## config.mk

```make
export PLATFORM = sky130hd
export DESIGN_NAME = cordic_stage
export DESIGN_NICKNAME = d
export VERILOG_FILES = /design/src/rtl/cordic_pkg.sv /design/src/rtl/cordic_stage.sv
export SDC_FILE = /design/constraint.sdc
export NUM_CORES = 1
export LEC_CHECK = 0
export BUFFER_PORTS_ARGS = -buffer_cell sky130_fd_sc_hd__buf_2
export CAP_MARGIN = 20
export CORE_MARGIN = 1.5
export CORE_UTILIZATION = 35
export CTS_BUF_LIST = sky130_fd_sc_hd__clkbuf_8 sky130_fd_sc_hd__clkbuf_16
export CTS_CLUSTER_SIZE = 40
export DETAILED_ROUTE_END_ITERATION = 8
export SLEW_MARGIN = 20
export SYNTH_ARGS = -nofsm -noshare
export SYNTH_HDL_FRONTEND = slang
export SYNTH_SLANG_ARGS = --single-unit
export TNS_END_PERCENT = 5
```

## constraint.sdc

```tcl
create_clock -name clk -period 1.5 [get_ports clk]
set_input_delay 0.15 -clock clk [delete_from_list [all_inputs] [get_ports clk]]
set_output_delay 0.15 -clock clk [all_outputs]
set_load 0.01 [all_outputs]
```

## src/rtl/cordic_pkg.sv

```systemverilog
// Shared constants for the rotation-mode CORDIC pipeline.
//   DATA_WIDTH / FRACTIONAL_WIDTH : Q2.20 word format
//   SHIFT_WIDTH                   : width of the per-stage iteration index
//   CORDIC_K                      : initial x (gain compensation, 0.607253)
//   atan_entry(i)                 : atan(2^-i) in Q2.20, truncated toward zero
package cordic_pkg;

  localparam int DATA_WIDTH       = 22;
  localparam int FRACTIONAL_WIDTH = 20;
  localparam int SHIFT_WIDTH      = 4;
  localparam int NUM_STAGES       = 16;

  localparam logic [DATA_WIDTH-1:0] CORDIC_K = 22'h09B74E;

  function automatic logic [DATA_WIDTH-1:0] atan_entry(input logic [SHIFT_WIDTH-1:0] i);
    logic [DATA_WIDTH-1:0] a;
    a = '0;
    case (i)
      4'd0:  a = 22'h0C90FD;
      4'd1:  a = 22'h076B19;
      4'd2:  a = 22'h03EB6E;
      4'd3:  a = 22'h01FD5B;
      4'd4:  a = 22'h00FFAA;
      4'd5:  a = 22'h007FF5;
      4'd6:  a = 22'h003FFE;
      4'd7:  a = 22'h001FFF;
      4'd8:  a = 22'h000FFF;
      4'd9:  a = 22'h0007FF;
      4'd10: a = 22'h0003FF;
      4'd11: a = 22'h0001FF;
      4'd12: a = 22'h0000FF;
      4'd13: a = 22'h00007F;
      4'd14: a = 22'h00003F;
      4'd15: a = 22'h00001F;
      default: a = '0;
    endcase
    return a;
  endfunction

endpackage

```

## src/rtl/cordic_stage.sv

```systemverilog
// One registered micro-rotation of a rotation-mode CORDIC.
// Ports:
//   clk, rst_n          clock, async active-low reset (clears all outputs)
//   clk_en              update enable for every output register
//   target, valid_in    target angle and sample tag, forwarded one cycle later
//   shift_value         iteration index i (shift amount)
//   shift_angle         atan(2^-i) for this stage
//   angle, x, y         current rotation state z_i, x_i, y_i
//   new_angle/x/y       registered z_{i+1}, x_{i+1}, y_{i+1}
//   target_out          registered target
//   valid_out           registered valid_in
module cordic_stage
  import cordic_pkg::*;
#(
  parameter int DATA_WIDTH       = cordic_pkg::DATA_WIDTH,
  parameter int FRACTIONAL_WIDTH = cordic_pkg::FRACTIONAL_WIDTH,
  parameter int SHIFT_WIDTH      = cordic_pkg::SHIFT_WIDTH
) (
  input  logic                  clk,
  input  logic                  rst_n,
  input  logic                  clk_en,
  input  logic [DATA_WIDTH-1:0] target,
  input  logic                  valid_in,
  input  logic [SHIFT_WIDTH-1:0] shift_value,
  input  logic [DATA_WIDTH-1:0] shift_angle,
  input  logic [DATA_WIDTH-1:0] angle,
  input  logic [DATA_WIDTH-1:0] x,
  input  logic [DATA_WIDTH-1:0] y,
  output logic [DATA_WIDTH-1:0] new_angle,
  output logic [DATA_WIDTH-1:0] new_x,
  output logic [DATA_WIDTH-1:0] new_y,
  output logic [DATA_WIDTH-1:0] target_out,
  output logic                  valid_out
);

  // The fraction position only matters to whoever interprets the words;
  // it must at least leave room for a sign bit.
  if (FRACTIONAL_WIDTH >= DATA_WIDTH) begin : g_fmt_check
    $error("cordic_stage: FRACTIONAL_WIDTH must be below DATA_WIDTH");
  end

  logic                  dir_pos;  // d = +1: rotate counter-clockwise
  logic [DATA_WIDTH-1:0] x_sh;
  logic [DATA_WIDTH-1:0] y_sh;

  // Arithmetic shift floors toward -inf, which is the intended truncation.
  assign x_sh    = DATA_WIDTH'($signed(x) >>> shift_value);
  assign y_sh    = DATA_WIDTH'($signed(y) >>> shift_value);
  // Tie (target == angle) rotates positive.
  assign dir_pos = $signed(target) >= $signed(angle);

  // valid never gates the datapath; it just rides along with the data.
  always_ff @(posedge clk or negedge rst_n) begin
    if (!rst_n) begin
      new_x      <= '0;
      new_y      <= '0;
      new_angle  <= '0;
      target_out <= '0;
      valid_out  <= 1'b0;
    end else if (clk_en) begin
      new_x      <= dir_pos ? (x - y_sh) : (x + y_sh);
      new_y      <= dir_pos ? (y + x_sh) : (y - x_sh);
      new_angle  <= dir_pos ? (angle + shift_angle) : (angle - shift_angle);
      target_out <= target;
      valid_out  <= valid_in;
    end
  end

endmodule

```

==> out/results.tsv, run 1 <==
metric	value	unit
worst hold slack	12.60	ps
clk_lat worst skew	370	ps
Clk pwr share	14.5	%
Reg power frac	21.2	%
CTS buffer count	9	
Worst path slowest cell	or4b_4	
Routed Antenna Nets	0	
Layout Cells excl Fill	2169	
skew final	0	ps
Worst-path clk slew	70	ps
routed len/inst	17.76	um
die height	175.2	um
Sw Ratio	39.68	%
final net count	1991	
First-pass DRT Iterations	4	
initial antenna violation count	0	
leak pwr	7.876	nW
setup violators final	65	
Crit Path Max Fanout	4	
H-tree Lvls	3	
max-cap violation count	0	
worst-margin pin slew	830.4	ps
RSZ-0062 raised after global routing	true	
Required @ worst endpoint	1760	ps
maximum vdd drop	0.8092	mV
starting density of the core	35.87	%
cell-by-cell trace of the critical path	buf_2, mux4_2, mux2_4, or4b_4, a2111oi_4, nand2_2, nor4b_4, nor2_1, xor2_1, ha_1, a21o_1, a21oi_2, o22a_1, o21ai_2, o21a_1, o41ai_2, o21ai_1, xnor2_1, mux2_4	
Crit Path Category	input pin to flop	
Combinational Power Share	64.3	%
syn avg cell area	9.003	um2
die width	175.2	um
TritonCTS clock tree	yes	
Final WS setup	-2776	ps
register area share after synthesis	21.46	%
Reg area	2227	um2
CP endpoint kind	flop	
# port buffers	206	
TNS Setup	-124900	ps
DR vias	11259	
clock sinks	89	
P_sw	0.006942	W
leading area contributor after synthesis	dfrtp_1	
CP top delay family	compound AO/OA/AOI/OAI gates	
commonest non-fill, non-tap cell in the layout	buf_4	
dominant cells by area after synthesis	dfrtp_1, ha_1, mux2_2, mux4_2, xnor2_1	
first-pass GRT wire length	60.23	mm
commonest cells after routing, fill and taps aside	buf_4, buf_2, dfrtp_1	
CP Buf/Inv Count	1	
syn nets	1364	
Worst slew margin	44.47	%
status	finished, violations left	
Iteration-0 DRC Markers	691	
DP Area	14990	um2
cell mode on critical path	mux2_4	
power per cell area	1059	nW/um2
Multi-input gate area	8549	um2
Tmin final	4276	ps
post-synthesis cell count	1153	
post-synthesis cell type count	77	
layout cell share with drive strength beyond 1	53.78	%
largest net degree at the start of global routing	90	
Pint	0.01055	W
DR vias/cell	5.191	
Hold Path Class	input pin to flop	
Area Overhead vs Synth	59.22	%
fin area	16530	um2
synthesized area	10380	um2
Fillers	2675	
Synth top area share	21.46	%
fin crit share	285.0	%
ys flop type	dfrtp_1	
GRT Total Usage	24.86	%
Hold Violations, Final	0	
die area	30700	um2
Post-synth EDFFs	0	
Remaining DRCs	0	
achievable clock frequency	0.2339	GHz
post-DP HPWL	30.28	mm
flop and latch count out of synthesis	89	
Clock Path Buffers	2	
failing checks	setup timing	
I/O pin count	207	
asr flop ratio synth	100.0	%
Worst EP arrival	4530	ps
placed cells	2121	
n_diodes	0	
vias in the first global route	11420	
total grt overflow	0	
YS warnings	0	
Max Slew Vio Count	0	
root buffer cell	clkbuf_16	
gpl congestion	0.9444	
Worst setup SP type	input pin	
Crit path largest cell delay	510	ps
# rows	62	
area of the core	28940	um2
Post-Route WL	38.53	mm
power groups by stage:
stage	clock (W)	combinational, W	sequential [W]
final	0.00254	0.0112	0.00370
after global routing	0.00270	0.0122	0.00383
after CTS	0.00261	0.0107	0.00372
after detailed placement	0	0.0100	0.00376
after global placement	0	0.00987	0.00374
after floorplan	0	0.00507	0.00413
final timing paths:
path	startpoint	end	slack [ps]	depth (start not counted)
worst max-delay path	x[10]	new_y[21]$_DFFE_PN0P_	-2780	19
worst min-delay path	target[0]	target_out[0]$_DFFE_PN0P_	10	2
worst max register to register	new_y[20]$_DFFE_PN0P_	new_y[20]$_DFFE_PN0P_	650	1
worst min register to register	new_x[3]$_DFFE_PN0P_	new_x[3]$_DFFE_PN0P_	490	2
max in group asynchronous	rst_n	new_angle[1]$_DFFE_PN0P_	670	3
min in group asynchronous	rst_n	new_x[18]$_DFFE_PN0P_	310	3
registers in the layout, indices dropped and copies added (netlist names):
name and count:
new_y 22, target_out 22, new_x 22, valid_out 1, new_angle 22
through the flow:
| step | power (W) | setup slack (ps) | util [%] |
|---|---|---|---|
| after floorplan | 0.009200 | -3055 | - |
| after global placement | 0.01361 | -3331 | 51.80 |
| after global routing | 0.01875 | -2940 | 57.12 |
| after detailed placement | 0.01376 | -3491 | 51.80 |
| after CTS | 0.01707 | -2766 | 55.55 |
| final | 0.01749 | -2776 | 57.12 |
per-layer routing:
metal | GRT usage [%] | share of wire (%) | up-vias
met3 | 3.242 | 4.4 | 48
li1 | - | - | 5528
met5 | 0 | 0 | -
met2 | 40.74 | 47 | 304
met1 | 33.87 | 46 | 5379
met4 | 7.870 | 2.3 | 0
Yosys cell counts (9+ instances only):
library cell,count
a211oi_1,9
a21o_1,36
a21oi_1,63
a31oi_1,13
and2_1,9
buf_2,11
clkbuf_1,29
dfrtp_1,89
ha_1,90
inv_1,52
mux2_2,86
mux2i_1,27
mux4_2,32
nand2_1,85
nand2b_1,13
nand3_1,18
nor2_1,82
nor2b_1,14
nor3_1,26
o211ai_1,11
o21a_1,24
o21ai_0,59
o31ai_1,22
or3_1,12
xnor2_1,73
xor2_1,36
layout make-up:
class	instances	share of cell area [%]
Clock buffer	10	1.446
Clock inverter	6	0.4391
Inverter	54	1.226
Multi-Input combinational cell	960	51.73
Sequential cell	89	13.48
Tap cell	384	2.907
Timing Repair Buffer	666	28.78
repair_timing:
action                                  CTS  global route
resized for setup                       148            89
setup buffers                            25             6
hold endpoints to repair                 90             0
hold buffers                              2             0
pin swaps                                77            55
cloned                                    1             0
endpoints found under the setup margin   65            65
cell families (layout without fill, tap and decap cells):
kind of cell | after synthesis | count (layout) | share of synthesized area (%)
compound gates | 306 | 306 | 19.78
simple gates | 299 | 299 | 13.92
mux | 153 | 153 | 20.11
xor+xnor | 109 | 109 | 9.197
buf+inv | 104 | 736 | 4.110
fa+ha+maj | 93 | 93 | 11.43
flops | 89 | 89 | 21.46
Note: power is estimated with default switching activity, not from simulation.
==> run 2: changes to the inputs <==
Settings changed: CELL_PAD_IN_SITES_DETAIL_PLACEMENT set to 2, CELL_PAD_IN_SITES_GLOBAL_PLACEMENT set to 2, MAX_ROUTING_LAYER set to met4, PLACE_DENSITY_LB_ADDON set to 0.1, REMOVE_ABC_BUFFERS set to 1.
==> run 2 against run 1 <==
Against the previous run:
- the run now fails in 4_1_cts
- area after synthesis unchanged
- synthesized cell count unchanged
==> out/results.tsv, run 2 <==
metric	value	unit	change
die height	175.2	um	unchanged
asr flop ratio synth	100.0	%	unchanged
clock sinks	89		unchanged
main combinational cell family by area after synthesis	multiplexers		
flop and latch count out of synthesis	89		unchanged
DP Area	14900	um2	-0.60%
post-synthesis cell count	1153		unchanged
post-synthesis cell type count	77		unchanged
Exit stage	4_1_cts		
YS warnings	0		unchanged
# port buffers	206		unchanged
register area share after synthesis	21.46	%	unchanged
Clock Path Buffers	2		unchanged
ys flop type	dfrtp_1		
dominant cells by area after synthesis	dfrtp_1, ha_1, mux2_2, mux4_2, xnor2_1		
Post-synth EDFFs	0		unchanged
Hold-fix buffers, CTS	1		-1
Synth Area in Simple Gates	13.92	%	unchanged
H-tree Lvls	3		unchanged
post-synthesis mux area share	20.11	%	unchanged
stop err	[ERROR DPL-0033] detailed placement checks failed during check placement.		
Post-synth top cells	ha_1, dfrtp_1, mux2_2, nand2_1, nor2_1		
CTS buffer count	9		unchanged
post-DP HPWL	44.15	mm	+46%
post-synthesis compound-gate area fraction	19.78	%	unchanged
post-CTS resize count	187		+26%
starting density of the core	35.87	%	unchanged
Post-CTS Setup Inserts	26		+4.0%
I/O pin count	207		unchanged
syn avg cell area	9.003	um2	unchanged
root buffer cell	clkbuf_16		
Synth Area in XOR/XNOR	9.197	%	unchanged
leading area contributor after synthesis	dfrtp_1		
die width	175.2	um	unchanged
Setup Slack @ Placement	-4116	ps	-624.6 ps
synthesized area	10380	um2	unchanged
Synth top area share	21.46	%	unchanged
Synth Area in Adders	11.43	%	unchanged
# rows	62		unchanged
gpl congestion	0.9163		-3.0%
count leader, synth	ha_1		
status	aborted with a tool error		
run 2: stage by stage:
stage          hold WS, ps  util [%]  instances
2_1_floorplan       -145.6         -       1103
3_3_place_gp         35.93     51.49       2110
3_5_place_dp         39.49     51.49       2110
run 2: logic make-up after synthesis:
logic type / count (synthesis)
buffers and inverters: 104
adders and majority gates: 93
and+or+nand+nor: 299
DFF: 89
muxes: 153
xor gates and xnor gates: 109
AOI/OAI and AO/OA: 306
==> run 3: changes to the inputs <==
Settings changed: CELL_PAD_IN_SITES_DETAIL_PLACEMENT 2 to not set, CELL_PAD_IN_SITES_GLOBAL_PLACEMENT 2 to not set, CORE_UTILIZATION 35 to 20, CTS_BUF_LIST sky130_fd_sc_hd__clkbuf_8 sky130_fd_sc_hd__clkbuf_16 to not set, CTS_CLUSTER_SIZE 40 to not set, MAX_ROUTING_LAYER met4 to not set, PLACE_DENSITY_LB_ADDON 0.1 to 0.15.
==> run 3 against run 2 <==
Against the previous run:
- the flow now finishes, with violations (setup timing)
==> out/results.tsv, run 3 (synthesized netlist as in run 1, its figures left out) <==
metric	value	unit	change
Tmin final	4189	ps	
DR vias	11224		
Worst setup SP type	input pin		
Remaining DRCs	0		
die area	53280	um2	
Routed Antenna Nets	0		
achievable clock frequency	0.2387	GHz	
final net count	1997		
vias in the first global route	11787		
DP Area	15270	um2	+2.5%
Hold Path Class	input pin to flop		
n_diodes	0		
Clock Path Buffers	2		unchanged
RSZ-0062 raised after global routing	true		
initial antenna violation count	0		
cell-by-cell trace of the critical path	buf_12, mux4_2, mux2_4, or4b_4, a2111oi_4, nand2_2, nor4b_4, and2b_1, buf_4, buf_4, a31oi_1, xnor2_1, ha_1, nor2b_4, a311o_1, and2_4, a21o_1, a221o_1		
Worst EP arrival	4470	ps	
failing checks	setup timing		
clock sinks	89		unchanged
CP endpoint kind	flop		
Worst-path clk slew	70	ps	
leak pwr	7.931	nW	
Max Slew Vio Count	0		
Iteration-0 DRC Markers	416		
starting density of the core	20.23	%	-16 points
die width	230.8	um	+32%
Crit Path Max Fanout	6		
Crit path largest cell delay	510	ps	
fin crit share	279.3	%	
layout cell share with drive strength beyond 1	52.60	%	
# rows	83		+34%
fin area	16970	um2	
Worst slew margin	41.41	%	
Post-Route WL	43.44	mm	
total grt overflow	0		
Final WS setup	-2689	ps	
First-pass DRT Iterations	5		
clk_lat worst skew	390	ps	
commonest cells after routing, fill and taps aside	buf_4, buf_2, dfrtp_1		
root buffer cell	clkbuf_16		
post-DP HPWL	36.07	mm	-18%
maximum vdd drop	0.6890	mV	
Tot Pwr	0.01756	W	
setup violators final	65		
Area Overhead vs Synth	63.49	%	
skew final	0	ps	
H-tree Lvls	3		unchanged
# port buffers	206		unchanged
cell mode on critical path	buf_4		
worst hold slack	31.53	ps	
largest net degree at the start of global routing	36		
worst-margin pin slew	876.2	ps	
Hold Violations, Final	0		
first-pass GRT wire length	66.88	mm	
CTS buffer count	9		unchanged
power per cell area	1035	nW/um2	
commonest non-fill, non-tap cell in the layout	buf_4		
area of the core	51300	um2	
I/O pin count	207		unchanged
TNS Setup	-126050	ps	
Worst path slowest cell	or4b_4		
Core Util, Final	33.08	%	
Required @ worst endpoint	1780	ps	
GRT Total Usage	16.39	%	
TritonCTS clock tree	yes		
DR vias/cell	4.542		
die height	230.8	um	+32%
Crit Path Category	input pin to flop		
status	finished, violations left		
max-cap violation count	0		
routed len/inst	17.58	um	
gpl congestion	0.8561		-6.6%
==> run 3: routing by layer <==
| layer | up-vias | part of all wire, % | track usage (%) |
|---|---|---|---|
| li1 | 5542 | - | - |
| met1 | 5441 | 42 | 19.38 |
| met2 | 213 | 53 | 30.57 |
| met3 | 28 | 3.8 | 2.409 |
| met4 | 0 | 1.5 | 4.228 |
| met5 | - | 0 | 0 |
==> run 3: worst paths after layout <==
check                                      start                         end  slack, ps  cells after the start
max                               shift_value[1]       new_y[20]$_DFFE_PN0P_      -2690                     18
min                                   target[17]  target_out[17]$_DFFE_PN0P_         30                      2
max reg2reg                new_y[20]$_DFFE_PN0P_       new_y[20]$_DFFE_PN0P_        670                      1
min reg2reg                 new_x[8]$_DFFE_PN0P_        new_x[8]$_DFFE_PN0P_        490                      2
max in group asynchronous                  rst_n   new_angle[20]$_DFFE_PN0P_        750                      3
min in group asynchronous                  rst_n    new_angle[0]$_DFFE_PN0P_        220                      2
==> run 3: timing repair <==
| item | 4_1_cts | 5_1_grt |
|---|---|---|
| endpoints found under the setup margin | 65 | 65 |
| cloned | 2 | 1 |
| pin swaps | 80 | 46 |
| endpoints found under the hold margin | 31 | 0 |
| buffers inserted | 24 | 7 |
| hold buffers | 13 | 0 |
| resized for setup | 156 | 77 |
==> run 3: area by class of cell <==
class,instances,area (um2)
Fill cell,5490,34330
Multi-Input combinational cell,960,8461
Timing Repair Buffer,672,4897
Sequential cell,89,2227
Tap cell,680,850.8
Clock buffer,11,242.7
Inverter,54,205.2
Clock inverter,5,86.33
==> run 3: stage by stage <==
stage / setup slack (ps) / instances
after CTS: -2777 / 2464
after global routing: -2894 / 2471
after floorplan: -4002 / 1103
after detailed placement: -3711 / 2410
final: -2689 / 2471
after global placement: -3631 / 2410
==> run 3: power by group <==
part / switching [W] / leakage, nW / internal [W]
clock: 0.00116 / 0.160 / 0.00152
combinational: 0.00524 / 6.73 / 0.00595
sequential: 0.000429 / 1.04 / 0.00326
==> run 3: worst max-delay path, delay by kind of cell <==
kind,cells,cell delay [ps]
AOI/OAI and AO/OA,5,1250
xor gates and xnor gates,1,150
adders and majority gates,1,320
buffers and inverters,3,330
muxes,2,790
and+or+nand+nor,6,1490
